==> src/rtl/word_packer.sv <==
// word_packer: gathers WIDTH-bit beats into LANES-beat words, queues them in a
// DEPTH-entry FIFO and presents them on a valid/ready interface. Partial words
// can be flushed with a lane-keep mask; dropped words set a sticky overflow flag.
module word_packer #(
  parameter int unsigned WIDTH = 8,
  parameter int unsigned LANES = 4,
  parameter int unsigned DEPTH = 4
) (
  input  logic                       clk,
  input  logic                       rst,
  input  logic [WIDTH-1:0]           din,
  input  logic                       valid_in,
  input  logic                       flush,
  output logic [LANES*WIDTH-1:0]     dout,
  output logic [LANES-1:0]           keep,
  output logic                       valid_out,
  input  logic                       ready_in,
  output logic [$clog2(DEPTH+1)-1:0] level,
  output logic                       overflow
);

  localparam int unsigned CW = $clog2(LANES);
  localparam int unsigned PW = $clog2(DEPTH);
  localparam int unsigned LW = $clog2(DEPTH + 1);
  localparam int unsigned DW = LANES * WIDTH;

  // Assembly register
  logic [DW-1:0]    data_q, data_d;
  logic [LANES-1:0] mask_q, mask_d;
  logic [CW-1:0]    cnt_q, cnt_d;

  // FIFO state
  logic [DW-1:0]    mem_data_q [DEPTH];
  logic [DW-1:0]    mem_data_d [DEPTH];
  logic [LANES-1:0] mem_keep_q [DEPTH];
  logic [LANES-1:0] mem_keep_d [DEPTH];
  logic [PW-1:0]    wr_ptr_q, wr_ptr_d;
  logic [PW-1:0]    rd_ptr_q, rd_ptr_d;
  logic [LW-1:0]    level_q, level_d;
  logic             overflow_q, overflow_d;

  // Combinational intermediates
  logic [DW-1:0]    beat_word;
  logic [LANES-1:0] beat_mask;
  logic [CW:0]      cnt_after;
  logic             word_full;
  logic             push;
  logic             push_ok;
  logic             pop;
  logic [DW-1:0]    push_word;
  logic [LANES-1:0] push_keep;

  assign valid_out = (level_q != '0);
  assign pop       = valid_out && ready_in;

  // Merge the current beat into the assembly word and decide whether to push
  always_comb begin
    beat_word = data_q;
    beat_mask = mask_q;
    for (int i = 0; i < LANES; i++) begin
      if (valid_in && (cnt_q == CW'(i))) begin
        beat_word[i*WIDTH +: WIDTH] = din;
        beat_mask[i]                = 1'b1;
      end
    end
    cnt_after = {1'b0, cnt_q} + (CW + 1)'(valid_in);
    word_full = valid_in && (cnt_q == CW'(LANES - 1));
    // A flush on a completing beat rides on the full-word push, never a second one
    push      = word_full || (flush && (cnt_after != '0));
    push_word = beat_word;
    push_keep = word_full ? '1 : beat_mask;
    push_ok   = push && ((level_q < LW'(DEPTH)) || pop);
  end

  // Assembly next state: clear on any push, even a dropped one
  always_comb begin
    data_d = data_q;
    mask_d = mask_q;
    cnt_d  = cnt_q;
    if (push) begin
      data_d = '0;
      mask_d = '0;
      cnt_d  = '0;
    end else if (valid_in) begin
      data_d = beat_word;
      mask_d = beat_mask;
      cnt_d  = cnt_q + CW'(1);
    end
  end

  // FIFO next state: storage write, pointer advance, level and sticky overflow
  always_comb begin
    mem_data_d = mem_data_q;
    mem_keep_d = mem_keep_q;
    wr_ptr_d   = wr_ptr_q;
    rd_ptr_d   = rd_ptr_q;
    level_d    = level_q;
    overflow_d = overflow_q | (push && !push_ok);
    if (push_ok) begin
      mem_data_d[wr_ptr_q] = push_word;
      mem_keep_d[wr_ptr_q] = push_keep;
      wr_ptr_d             = wr_ptr_q + PW'(1);
    end
    if (pop) begin
      rd_ptr_d = rd_ptr_q + PW'(1);
    end
    unique case ({push_ok, pop})
      2'b10:   level_d = level_q + LW'(1);
      2'b01:   level_d = level_q - LW'(1);
      default: level_d = level_q;
    endcase
  end

  // Control and assembly registers with synchronous reset
  always_ff @(posedge clk) begin
    if (rst) begin
      data_q     <= '0;
      mask_q     <= '0;
      cnt_q      <= '0;
      wr_ptr_q   <= '0;
      rd_ptr_q   <= '0;
      level_q    <= '0;
      overflow_q <= 1'b0;
    end else begin
      data_q     <= data_d;
      mask_q     <= mask_d;
      cnt_q      <= cnt_d;
      wr_ptr_q   <= wr_ptr_d;
      rd_ptr_q   <= rd_ptr_d;
      level_q    <= level_d;
      overflow_q <= overflow_d;
    end
  end

  // FIFO storage; contents are don't-care while empty since outputs are gated
  always_ff @(posedge clk) begin
    mem_data_q <= mem_data_d;
    mem_keep_q <= mem_keep_d;
  end

  // Output gating: nothing leaks out while the queue is empty
  always_comb begin
    dout = '0;
    keep = '0;
    if (valid_out) begin
      dout = mem_data_q[rd_ptr_q];
      keep = mem_keep_q[rd_ptr_q];
    end
  end

  assign level    = level_q;
  assign overflow = overflow_q;

endmodule

==> config.mk <==
export PLATFORM = sky130hd
export DESIGN_NAME = word_packer
export DESIGN_NICKNAME = d
export VERILOG_FILES = /design/src/rtl/word_packer.sv
export SDC_FILE = /design/constraint.sdc
export NUM_CORES = 1
export LEC_CHECK = 0
export ABC_AREA = 1
export ABC_CLOCK_PERIOD_IN_PS = 3600
export CAP_MARGIN = 30
export CORE_UTILIZATION = 58
export CTS_BUF_LIST = sky130_fd_sc_hd__clkbuf_4
export DETAILED_ROUTE_END_ITERATION = 10
export GPL_TIMING_DRIVEN = 0
export PLACE_DENSITY_LB_ADDON = 0.25
export SLEW_MARGIN = 10
export SYNTH_ARGS = -nofsm -noshare
export SYNTH_HDL_FRONTEND = slang
export SYNTH_SLANG_ARGS = --single-unit
==> constraint.sdc <==
create_clock -name clk -period 3.6 [get_ports clk]
set_input_delay 0.36 -clock clk [delete_from_list [all_inputs] [get_ports clk]]
set_output_delay 0.36 -clock clk [all_outputs]
set_load 0.03 [all_outputs]
# ---- Yosys cells after proc, flatten, opt, wreduce, memory -nomap -nowiden
# Index checks and enable logic that the tools add are counted.
# Widths: inputs -> output; s select.
dict set report op_classes {
  n_addsub 6
  n_mul 0
  div_mod_pow 0
  order_cmp 4
  n_eq_ne 5
  shift 0
  n_mux 24
  n_bitwise 3
  n_reduce_logical 17
}
# cell count
set ops {}
lappend ops {{$bwmux 128} 1}
lappend ops {{$mux 32} 4}
lappend ops {{$bmux 32 s2} 1}
lappend ops {{$demux 32 s2} 1}
lappend ops {{$mux 8} 4}
lappend ops {{$mux 4} 5}
lappend ops {{$bwmux 16} 1}
lappend ops {{$logic_and 1x1->1} 9}
lappend ops {{$bmux 4 s2} 1}
lappend ops {{$demux 4 s2} 1}
lappend ops {{$add 2x1->2 const B} 3}
lappend ops {{$eq 2x2->1 const B} 3}
lappend ops {{$ge 3x3->1 const B} 2}
lappend ops {{$not 2->3} 2}
lappend ops {{$pmux 3 s2} 1}
lappend ops {{$reduce_bool 3->1} 2}
lappend ops {{$eq 2x1->1 const B} 2}
lappend ops {{$mux 1} 4}
lappend ops {{$add 2x1->3} 1}
lappend ops {{$add 3x1->3 const B} 1}
lappend ops {{$lt 3x1->1 const B} 1}
lappend ops {{$lt 3x3->1 const B} 1}
lappend ops {{$sub 3x1->3 const B} 1}
lappend ops {{$logic_not 2->1} 1}
lappend ops {{other kinds (5)} 6}
dict set report totals {
  register_bits 190
  latchBits 0
  mem_bits_rw 0
  mem_bits_ro 0
  in_bits 13
  output_inout_bits 41
  memories 0
}

# ---- Longest topological paths before layout
dict set report logic_depth {
  word_depth 8
  mapped_depth 15
  ltp_nobuf 15
}

# ---- Worst setup path after synthesis
# Ideal clock, no wire load.
dict set report synth_timing {
  path_kind {input -> register}
  from {in valid_in}
  to {reg mem_data_q[0] in the netlist's numbering (enable)}
  t_arrival_ns 2.725
  path_slack_ns 0.446
  stages 8
  path_buffers 0
  path_cell_list {ha_1 -> ha_1 -> nor2_1 -> nand2_1 -> nand2_1 -> nand2_1 -> nand2_1 -> nor2_1}
}
dict set report synth_between {
  elab_chain_cells 5
  word_cells_on_any_way 6
}
# item line_no
set synth_rtl {}
lappend synth_rtl {{start, declared} 12} ;# input logic valid_in,
lappend synth_rtl {{$add 2x1->3} 66} ;# cnt_after = {1'b0, cnt_q} + (CW + 1)'(valid_in);
lappend synth_rtl {{$reduce_bool 3->1} 69} ;# push = word_full || (flush && (cnt_after != '0));
lappend synth_rtl {{$logic_and 1x1->1} 69}
lappend synth_rtl {{$logic_or 1x1->1 (*)} 69}
lappend synth_rtl {{$logic_and 1x1->1 (*)} 72} ;# push_ok = push && ((level_q < LW'(DEPTH)) || pop);
lappend synth_rtl {{end signal, assigned} 137} ;# mem_data_q <= mem_data_d;
lappend synth_rtl {{end, declared} 33} ;# logic [DW-1:0] mem_data_q [DEPTH];
# Every way passes the cells marked *; elsewhere a longest branch is shown, timed or not.
# A chain may end at the register's enable or synchronous reset.

# ---- Worst setup path after layout
dict set report layout_timing {
  from {reg rd_ptr_q[0]}
  to {out keep[0]}
}
dict set report layout_between {
  elab_chain_cells 5
}
# item line_no
set layout_rtl {}
lappend layout_rtl {{start, declared} 38} ;# logic [PW-1:0] rd_ptr_q, rd_ptr_d;
lappend layout_rtl {{start signal, assigned} 129} ;# rd_ptr_q <= rd_ptr_d;
lappend layout_rtl {{$not 2->3 (not written as such)} 147} ;# keep = mem_keep_q[rd_ptr_q];
lappend layout_rtl {{$bmux 4 s2} 147}
lappend layout_rtl {{$mux 4 (not written as such) (2 in a row)} 147}
lappend layout_rtl {{$mux 4} 145} ;# if (valid_out) begin
lappend layout_rtl {{end, declared} 15} ;# output logic [LANES-1:0] keep,
# Every way passes these cells. The select of a mux whose other input is x is not followed.

==> reports/metrics.csv <==
metric,value,unit
start_kind,flop,
slew_violations,0,
r2r_setup_slack,0.80,ns
fmax,0.3212,GHz
worst_r2r_endpoint,level[2],
drive_above_1_share,9.466,%
slowest_stage,clkdlybuf4s50_1,
gp_congestion,0.8260,
n_antenna_cell,0,
numCtsBuffers,17,
drc,0,
core_area,0.01282,mm2
hold_buffers,0,
tightest_slew,0.6738,ns
avgSynthCellArea,10.52,um2
nets,836,
routed_wirelength,17.05,mm
regArea,0.005245,mm2
endpoint_kind,output pin,
layout_common_cells,"186 x nor2_1, 144 x edfxtp_1, 104 x o21ai_0",
antenna_found_initial,0,
crit_arrival,2.75,ns
yosysUniqueCellTypes,21,
start_util,60.31,%
synth.top_cell.area_share,55.90,%
ant_nets,0,
syn_area,0.007735,mm2
period_needed,3.113,ns
vias,5405,
routed_via_density,5.427,
worst_skew_pair.late_latency,0.58,ns
num_rows,41,
yosys-top-cells-area,"edfxtp_1 56%, dfxtp_1 12%, nor2_1 9.2%, o21ai_0 6.7%, inv_1 4.3%",
clock_skew,0.01370,ns
drt_iter0_drc,503,
final_common_cell,nor2_1,
clockRootBuffer,clkbuf_4,
ys_warn_count,0,
wl_per_cell,17.12,um
io_pins,54,
cp_cell_sequence,inv_2 -> buf_6 -> clkbuf_1 -> o21ai_0 -> a21oi_1 -> clkdlybuf4s50_1,
io_buffers,53,
clockBufferDepth,2,
synth_fp_nets,760,
finish.utilization,69.49,%
place_ws,0.3009,ns
crit_fanout,10,
cts_tree,yes,
finalHoldViolations,0,
min_from,rst,
setup_ws,0.4865,ns
holdPathStages,2,
cts-resized-gates,0,
dp_hpwl,11.45,mm
post-cts-setup-buffers,0,
power.density,690.2,mW/mm2
setup_viol,0,
die_area,0.01380,mm2
r2r-start,cnt_q[0],
overflow,0,
slowest_delay,0.71,ns
ys_seq_area_share,67.81,%
grt_pass1_wl,27.03,mm
hp-class,in -> reg,
multi_input_area,0.001931,mm2
syn_to_final_growth,15.22,%
first_pass_iters,6,
netlist_instances,735,
crit_required,3.24,ns
fin_crit_sh,86.49,%
hold_end,overflow,
ys_ff_latch,190,
grt_usage,26.01,%
run_status,completed,
rsz0062_at_grt,no,
crit_type,reg -> out,
grt_pass1_vias,5136,
nFillCells,937,
die-width,117.5,um
p_leak,3.568,nW
maxSlewHeadroom,54.97,%
grt_max_degree,23,
yosysTopAreaCell,edfxtp_1,
die_height,117.5,um
htree_levels,4,
clkTransAtPathRegs,0.14,ns
reg2regPathDepth,14,
drv_cap,0,
cts.sinks,190,
peakVddDrop,366.9,uV
==> critical path: cells and delay by family, from the launching register on <==
kind	cells	cell delay (ns)
DFF	1	0.36
buffers and inverters	4	1.41
AOI/OAI and AO/OA	2	0.41
==> where the power goes <==
group / internal, W / switching [W] / leakage (nW)
combinational: 0.000847 / 0.00156 / 1.70
clock: 0.000478 / 0.000705 / 0.157
sequential: 0.00251 / 0.0000478 / 1.71
==> registers in the layout, indices dropped and copies added (netlist names) <==
| signal | cells |
|---|---|
| cnt_q | 2 |
| data_q | 32 |
| level | 3 |
| mask_q | 4 |
| mem_data_q | 128 |
| mem_keep_q | 16 |
| overflow | 1 |
| rd_ptr_q | 2 |
| wr_ptr_q | 2 |
==> worst max-delay path by stage <==
stage,start,endpoint,slack [ns],cells past startpoint
CTS,rd_ptr_q[0],keep[0],0.45,6
global route,rd_ptr_q[0],keep[1],0.34,6
finish,rd_ptr_q[0],keep[0],0.49,6
global placement,valid_in,mem_data_q[25],-1.41,9
floorplan,valid_in,mem_data_q[0],0.45,8
detailed placement,valid_in,level[2],0.30,15
==> synth_stat cells <==
library cell,number
nand3_1,7
clkbuf_8,1
ha_1,11
buf_4,3
dfxtp_1,46
inv_2,3
clkbuf_2,4
nand2_1,46
inv_1,88
nor2_1,190
o21ai_1,5
buf_2,15
buf_6,9
o21ai_0,104
or2_2,1
a21oi_1,49
buf_1,1
clkbuf_1,3
fa_1,1
edfxtp_1,144
nand2_2,4
==> layer usage <==
layer	vias up	routed length, um	GRT usage [%]
li1	2579	-	-
met1	2610	7211	33.84
met2	190	8597	44.42
met3	26	936	4.554
met4	0	306	8.574
met5	-	0	0
==> metrics by stage <==
stage	cell area (um2)	std cells	hold slack (ns)	setup TNS [ns]	power (W)
final	8912	996	0.3587	0	0.006151
after global routing	8912	996	0.3736	0	0.006422
after CTS	8912	996	0.3389	0	0.006166
after detailed placement	8613	964	0.4286	0	0.005014
after global placement	8481	960	0.4226	-195.54	0.004939
after floorplan	7735	735	0.4160	0	0.004063
==> area by class of cell <==
| class | instances | share of cell area [%] |
|---|---|---|
| flip-flops and latches | 190 | 58.85 |
| clock buffers | 17 | 1.432 |
| inverters | 91 | 3.833 |
| plain buffers | 36 | 2.780 |
| multi-input cells | 418 | 21.66 |
| well taps | 172 | 2.415 |
| repair buffers | 57 | 7.104 |
| clock inverters | 15 | 1.923 |
==> cell families after synthesis <==
group | synth area share [%]
AOI/OAI and AO/OA | 10.22
adders and majority gates | 2.038
buffers and inverters | 7.619
DFF | 67.81
and+or+nand+nor | 12.31
Power figures use the tool's default switching activity.
